[config.mk]
export PLATFORM = sky130hd
export DESIGN_NAME = mem_bus_router
export DESIGN_NICKNAME = d
export VERILOG_FILES = /design/src/rtl/mem_bus_router_pkg.sv /design/src/rtl/mem_bus_router_mmio_regs.sv /design/src/rtl/mem_bus_router.sv
export SDC_FILE = /design/constraint.sdc
export NUM_CORES = 1
export LEC_CHECK = 0
export CAP_MARGIN = 20
export CORE_AREA = 3 3 112 114
export CTS_BUF_LIST = sky130_fd_sc_hd__clkbuf_4
export CTS_CLUSTER_DIAMETER = 150
export DETAILED_ROUTE_END_ITERATION = 6
export DIE_AREA = 0 0 115 117
export DONT_BUFFER_PORTS = 1
export PLACE_DENSITY = 0.8
export SLEW_MARGIN = 40
export SYNTH_ARGS = -nofsm -noshare
export SYNTH_HDL_FRONTEND = slang
export SYNTH_SLANG_ARGS = --single-unit
[constraint.sdc]
create_clock -name clk -period 1.7 [get_ports clk]
set_input_delay 0.34 -clock clk [delete_from_list [all_inputs] [get_ports clk]]
set_output_delay 0.34 -clock clk [all_outputs]
set_load 0.005 [all_outputs]
[src/rtl/mem_bus_router_pkg.sv]
// Shared constants and FSM encoding for the CPU-side memory router and its MMIO bank.
package mem_bus_router_pkg;

   localparam logic [3:0]  REGION_RAM       = 4'h0;
   localparam logic [3:0]  REGION_MMIO      = 4'h1;

   localparam logic [1:0]  OFF_LED          = 2'd0;
   localparam logic [1:0]  OFF_CYCLE        = 2'd1;
   localparam logic [1:0]  OFF_STATUS       = 2'd2;

   localparam logic [31:0] ERR_DATA_DEFAULT = 32'hDEAD_BEEF;

   typedef enum logic [1:0] {
      ST_IDLE      = 2'd0,
      ST_BRAM_WAIT = 2'd1,
      ST_DONE      = 2'd2
   } state_e;

endpackage

[src/rtl/mem_bus_router_mmio_regs.sv]
// Local MMIO bank: LED register, free-running cycle counter, sticky bus error and read mux.
module mmio_regs
   import mem_bus_router_pkg::*;
(
   input  logic        clk,
   input  logic        nrst,
   input  logic        acc_en,
   input  logic        acc_write,
   input  logic [1:0]  acc_off,
   input  logic [7:0]  acc_wdata,
   input  logic        acc_strb0,
   input  logic        set_err,
   output logic [7:0]  leds,
   output logic        bus_err,
   output logic [31:0] rd_data
);

   logic [7:0]  leds_q, leds_d;
   logic [31:0] cycle_q, cycle_d;
   logic        err_q, err_d;
   logic        wr_lane0;

   always_comb begin
      wr_lane0 = acc_en && acc_write && acc_strb0;
      leds_d   = leds_q;
      cycle_d  = cycle_q + 32'd1;
      err_d    = err_q;
      if (wr_lane0 && (acc_off == OFF_LED)) begin
         leds_d = acc_wdata;
      end
      if (wr_lane0 && (acc_off == OFF_STATUS) && acc_wdata[0]) begin
         err_d = 1'b0;
      end
      // A new error in the same cycle as a software clear must not be lost.
      if (set_err) begin
         err_d = 1'b1;
      end
   end

   always_ff @(posedge clk or negedge nrst) begin
      if (!nrst) begin
         leds_q  <= 8'd0;
         cycle_q <= 32'd0;
         err_q   <= 1'b0;
      end else begin
         leds_q  <= leds_d;
         cycle_q <= cycle_d;
         err_q   <= err_d;
      end
   end

   always_comb begin
      rd_data = 32'd0;
      case (acc_off)
         OFF_LED:    rd_data = {24'd0, leds_q};
         OFF_CYCLE:  rd_data = cycle_q;
         OFF_STATUS: rd_data = {31'd0, err_q};
         default:    rd_data = 32'd0;
      endcase
   end

   assign leds    = leds_q;
   assign bus_err = err_q;

endmodule

[src/rtl/mem_bus_router.sv]
// Routes picorv32 native memory requests to block RAM, the local MMIO bank, or an error reply.
module mem_bus_router
   import mem_bus_router_pkg::*;
#(
   parameter int unsigned TIMEOUT_CYCLES = 16,
   parameter logic [31:0] ERR_DATA       = ERR_DATA_DEFAULT
) (
   input  logic        clk,
   input  logic        nrst,
   input  logic        mem_valid,
   output logic        mem_ready,
   input  logic [31:0] mem_addr,
   input  logic [31:0] mem_wdata,
   input  logic [3:0]  mem_wstrb,
   output logic [31:0] mem_rdata,
   output logic        bram_valid,
   input  logic        bram_ready,
   output logic [31:0] bram_addr,
   output logic [31:0] bram_wdata,
   output logic [3:0]  bram_wstrb,
   input  logic [31:0] bram_rdata,
   output logic [7:0]  leds,
   output logic        bus_err
);

   localparam int unsigned   TW       = $clog2(TIMEOUT_CYCLES + 1);
   localparam logic [TW-1:0] TMO_LAST = TW'(TIMEOUT_CYCLES - 1);

   state_e        state_q, state_d;
   logic          mem_ready_q, mem_ready_d;
   logic [31:0]   mem_rdata_q, mem_rdata_d;
   logic          bram_valid_q, bram_valid_d;
   logic [31:0]   bram_addr_q, bram_addr_d;
   logic [31:0]   bram_wdata_q, bram_wdata_d;
   logic [3:0]    bram_wstrb_q, bram_wstrb_d;
   logic [TW-1:0] tmo_q, tmo_d;

   logic [3:0]    region;
   logic          is_write;
   logic          timeout_hit;
   logic          mmio_en;
   logic          set_err;
   logic [31:0]   mmio_rdata;

   assign region      = mem_addr[31:28];
   assign is_write    = |mem_wstrb;
   assign timeout_hit = (tmo_q == TMO_LAST);

   always_ff @(posedge clk or negedge nrst) begin
      if (!nrst) begin
         state_q <= ST_IDLE;
      end else begin
         state_q <= state_d;
      end
   end

   always_comb begin
      state_d = state_q;
      case (state_q)
         ST_IDLE: begin
            if (mem_valid) begin
               state_d = (region == REGION_RAM) ? ST_BRAM_WAIT : ST_DONE;
            end
         end
         ST_BRAM_WAIT: begin
            if (bram_ready || timeout_hit) begin
               state_d = ST_DONE;
            end
         end
         // Leaving only once ready is low keeps a held-over ready from answering the next request.
         ST_DONE: begin
            if (!bram_ready) begin
               state_d = ST_IDLE;
            end
         end
         default: state_d = ST_IDLE;
      endcase
   end

   always_comb begin
      mem_ready_d  = 1'b0;
      mem_rdata_d  = mem_rdata_q;
      bram_valid_d = bram_valid_q;
      bram_addr_d  = bram_addr_q;
      bram_wdata_d = bram_wdata_q;
      bram_wstrb_d = bram_wstrb_q;
      tmo_d        = tmo_q;
      mmio_en      = 1'b0;
      set_err      = 1'b0;
      case (state_q)
         ST_IDLE: begin
            if (mem_valid) begin
               if (region == REGION_RAM) begin
                  bram_valid_d = 1'b1;
                  bram_addr_d  = mem_addr;
                  bram_wdata_d = mem_wdata;
                  bram_wstrb_d = mem_wstrb;
                  tmo_d        = '0;
               end else if (region == REGION_MMIO) begin
                  mmio_en     = 1'b1;
                  mem_rdata_d = is_write ? 32'd0 : mmio_rdata;
                  mem_ready_d = 1'b1;
               end else begin
                  mem_rdata_d = ERR_DATA;
                  mem_ready_d = 1'b1;
                  set_err     = 1'b1;
               end
            end
         end
         ST_BRAM_WAIT: begin
            if (bram_ready) begin
               bram_valid_d = 1'b0;
               mem_rdata_d  = bram_rdata;
               mem_ready_d  = 1'b1;
            end else if (timeout_hit) begin
               bram_valid_d = 1'b0;
               mem_rdata_d  = ERR_DATA;
               mem_ready_d  = 1'b1;
               set_err      = 1'b1;
            end else begin
               tmo_d = tmo_q + TW'(1);
            end
         end
         default: ;
      endcase
   end

   always_ff @(posedge clk or negedge nrst) begin
      if (!nrst) begin
         mem_ready_q  <= 1'b0;
         mem_rdata_q  <= 32'd0;
         bram_valid_q <= 1'b0;
         bram_addr_q  <= 32'd0;
         bram_wdata_q <= 32'd0;
         bram_wstrb_q <= 4'd0;
         tmo_q        <= '0;
      end else begin
         mem_ready_q  <= mem_ready_d;
         mem_rdata_q  <= mem_rdata_d;
         bram_valid_q <= bram_valid_d;
         bram_addr_q  <= bram_addr_d;
         bram_wdata_q <= bram_wdata_d;
         bram_wstrb_q <= bram_wstrb_d;
         tmo_q        <= tmo_d;
      end
   end

   mmio_regs u_mmio (
      .clk       (clk),
      .nrst      (nrst),
      .acc_en    (mmio_en),
      .acc_write (is_write),
      .acc_off   (mem_addr[3:2]),
      .acc_wdata (mem_wdata[7:0]),
      .acc_strb0 (mem_wstrb[0]),
      .set_err   (set_err),
      .leds      (leds),
      .bus_err   (bus_err),
      .rd_data   (mmio_rdata)
   );

   assign mem_ready  = mem_ready_q;
   assign mem_rdata  = mem_rdata_q;
   assign bram_valid = bram_valid_q;
   assign bram_addr  = bram_addr_q;
   assign bram_wdata = bram_wdata_q;
   assign bram_wstrb = bram_wstrb_q;

endmodule

==> out/results.tsv <==
metric	value	unit
min_period	1.80	ns
grt_pass1_vias	5234	
cts-htree-levels	4	
slowest_stage	dfrtp_1	
ys_types	42	
grt_max_degree	151	
clk_latency	0.57	ns
grt_pass1_wl	28.1	mm
synth_top_area_share	58.9	%
skew	0.0229	ns
drt-wirelength-per-cell	23.8	um
synth-simple-area-share	10.9	%
synth_xor_area_share	4.40	%
dp_hpwl	10.8	mm
regArea	3760	um2
grtUsageMet2	48.2	%
cts_root_buffer	clkbuf_4	
die_w	115	um
multi_input_area	2800	um2
cp_num_buf_inv	2	
vias	4864	
p_sw_share	31.9	%
peakVddDrop	0.000852	V
io_pins	215	
cp_max_fo	5	
timing.fmax	554	MHz
p_per_area	1000	nW/um2
setup.worst_path.start_class	register	
synth_nets	628	
synth_compound_area_share	8.24	%
hold-worst-slack	-0.554	ns
p_leak	3.81	nW
violations	hold timing, setup timing	
final_layout_size_suffix_gt1_share	34.3	%
nNetsFinal	762	
clk_path_buf_depth	2	
synth_top_family_by_area	multiplexers	
dr.pass1.iters	5	
place_inst	663	
finalSetupTns	-1.93	ns
synth_async_sr_flop_share	100	%
p_total	8.59	mW
cp_top_family	flip-flops	
drt.antenna.violating_nets	0	
critical_path_required	2.15	ns
antenna_found_initial	1	
avgSynthCellArea	12.2	um2
worst_slew_pin_slew	0.442	ns
cts.sinks	150	
max-cap-violations	0	
synth_warnings	0	
ys_seq_area_share	58.9	%
fin_crit_sh	106	%
drcViolationCount	0	
post_layout_nonfiller_instances	814	
io_buffer_count	0	
min_path_type	in2async	
wirelength	19.3	mm
synth-seq-cells	150	
synthMuxAreaShare	14.0	%
final-setup-viol-count	44	
synth_edf_count	0	
cp-end-kind	register	
layout-area-overhead-vs-synth	34.3	%
start_util	55.4	%
synth_area	6380	um2
p_sw	2.74	mW
numCtsBuffers	17	
synth_area_leaders	dfrtp_1 (59%), mux2_2 (13%), xnor2_1 (3.7%)	
die_y	117	um
busiest_layer	met2	
yosys.area_share.adder	0.589	%
synth_cells	521	
grt_setup_unrepaired	yes	
slew_headroom	70.5	%
yosysMostFrequentCell	dfrtp_1	
finalWeightedCongestion	0.832	
core.rowCount	39	
grt_use_met3	9.61	%
seq_power_share	56.3	%
cpPeakStageDelay	0.42	ns
met1_usage	31.2	%
grt.total_usage	27.8	%
cts_tree	built	
hold_viol	150	
p_clk_share	26.4	%
final-max-slew-violation-count	0	
die-area	13500	um2
ys_top_cells_by_count	dfrtp_1 (150), mux2_2 (72), nand2_1 (48)	
core	11500	um2
fillerInstances	708	
synth-main-ff-cell	dfrtp_1	
crit_type	reg2reg	
combPwrFrac	17.3	%
synth_top_area_cell	dfrtp_1	
setup_ws	-0.105	ns
crit_path_frequent_cell	o21ai_2	
overflow	0	
path_cells	ha_2, and3_4, ha_4, nor2_4, o22a_4, buf_12, clkinv_8, o21ai_2, o21ai_2	
drt_iter0_drc	403	
clk_pin_slew	0.15	ns
worstPathArrival	2.25	ns
status	complete, but fails checks	
viasPerCell	5.98	
p_int	5.85	mW
==> timing repair <==
item,CTS,global route
resized for setup,57,80
setup endpoints to repair,42,53
gates cloned,4,3
pin swaps,18,40
setup buffers,4,10
endpoints found under the hold margin,257,151
hold buffers,97,1
==> path summary, 6_finish.rpt <==
check / from / end / slack, ns / cells past startpoint
worst max-delay path: tmo_q[1]$_DFFE_PN0P_ / mem_rdata[16]$_DFFE_PN0P_ / -0.10 / 9
worst min-delay path: nrst / mem_rdata[28]$_DFFE_PN0P_ / -0.55 / 0
worst max register to register: tmo_q[1]$_DFFE_PN0P_ / mem_rdata[16]$_DFFE_PN0P_ / -0.10 / 9
worst min register to register: u_mmio.cycle_q[31]$_DFF_PN0_ / u_mmio.cycle_q[31]$_DFF_PN0_ / 0.49 / 1
max in group asynchronous: nrst / u_mmio.cycle_q[1]$_DFF_PN0_ / 2.05 / 0
min in group clk: mem_addr[3] / mem_rdata[7]$_DFFE_PN0P_ / 0.07 / 3
==> power by group through the flow <==
stage	logic, mW	registers [mW]	clock network, mW
finish	1.48	4.84	2.27
detailed placement	0.846	4.82	0
global placement	0.781	4.80	0
floorplan	0.706	4.63	0
CTS	1.22	4.76	2.27
global route	1.58	4.91	2.45
==> through the flow <==
stage | instance area (um2) | worst slack, ns | util (%) | hold WS (ns)
4_1_cts | 8190 | -0.0689 | 71.1 | -0.598
6_report | 8560 | -0.105 | 74.3 | -0.554
3_3_place_gp | 6650 | -0.0871 | 57.8 | 0.0485
2_1_floorplan | 6410 | -0.0340 | - | 0.0444
5_1_grt | 8560 | -0.193 | 74.3 | -0.616
3_5_place_dp | 6650 | -0.115 | 57.8 | 0.0475
==> worst register-to-register path: stages (launching register included) <==
cell	delay (ns)
dfrtp_1	0.42
ha_2	0.18
and3_4	0.18
ha_4	0.17
nor2_4	0.10
o22a_4	0.20
buf_12	0.17
clkinv_8	0.09
o21ai_2	0.08
o21ai_2	0.08
==> flip-flops by register name, indices dropped and copies added, names as in the netlist <==
| name | flops |
|---|---|
| bram_wdata | 32 |
| bram_wstrb | 4 |
| u_mmio.cycle_q | 32 |
| u_mmio.leds | 8 |
| u_mmio.bus_err | 1 |
| mem_rdata | 32 |
| tmo_q | 5 |
| state_q | 2 |
| bram_addr | 32 |
| bram_valid | 1 |
| mem_ready | 1 |
==> per-layer routing <==
metal | up-vias | share of wire [%] | wire length [um]
met4 | 0 | 3.4 | 654
met1 | 2425 | 36 | 6940
met5 | - | 0 | 0
met2 | 241 | 52 | 10100
met3 | 50 | 8.4 | 1620
li1 | 2148 | - | -
==> kinds of logic after synthesis <==
logic type               Yosys count
AO/OA/AOI/OAI                     95
AND/OR/NAND/NOR                  127
multiplexers                      80
flip-flops                       150
adder cells (fa/ha/maj)            3
XOR/XNOR                          32
buffers and inverters             34
==> final cells by class <==
cell class	instances	area share, %
Antenna cell	3	0.0877
Clock buffer	17	1.49
Clock inverter	15	1.90
Inverter	7	0.453
Multi-Input combinational cell	337	32.7
Sequential cell	150	43.9
Tap cell	143	2.09
Timing Repair Buffer	139	16.9
Timing Repair inverter	3	0.511
==> cell usage in the layout, fill, tap and decap left out, drive strengths merged, types with 2 or more instances in the layout <==
cell type / Yosys / final
o22ai: 6 / 6
mux2i: 8 / 8
inv: 7 / 16
buf: 11 / 39
xor2: 5 / 5
diode: 0 / 3
clkbuf: 15 / 19
nor3: 11 / 11
a21oi: 20 / 20
nor2: 5 / 5
a31oi: 2 / 2
nand4b: 3 / 3
and3: 5 / 5
xnor2: 27 / 27
and4: 6 / 6
dlygate4sd3: 0 / 98
nand3: 18 / 18
clkinvlp: 0 / 3
o21ai: 57 / 57
clkinv: 0 / 5
nor3b: 3 / 3
and2: 5 / 5
mux2: 72 / 72
a32oi: 7 / 7
nand4: 15 / 15
nand2: 48 / 48
nor4: 2 / 2
or3b: 2 / 2
dfrtp: 150 / 150
ha: 3 / 3
Power figures use the tool's default switching activity.
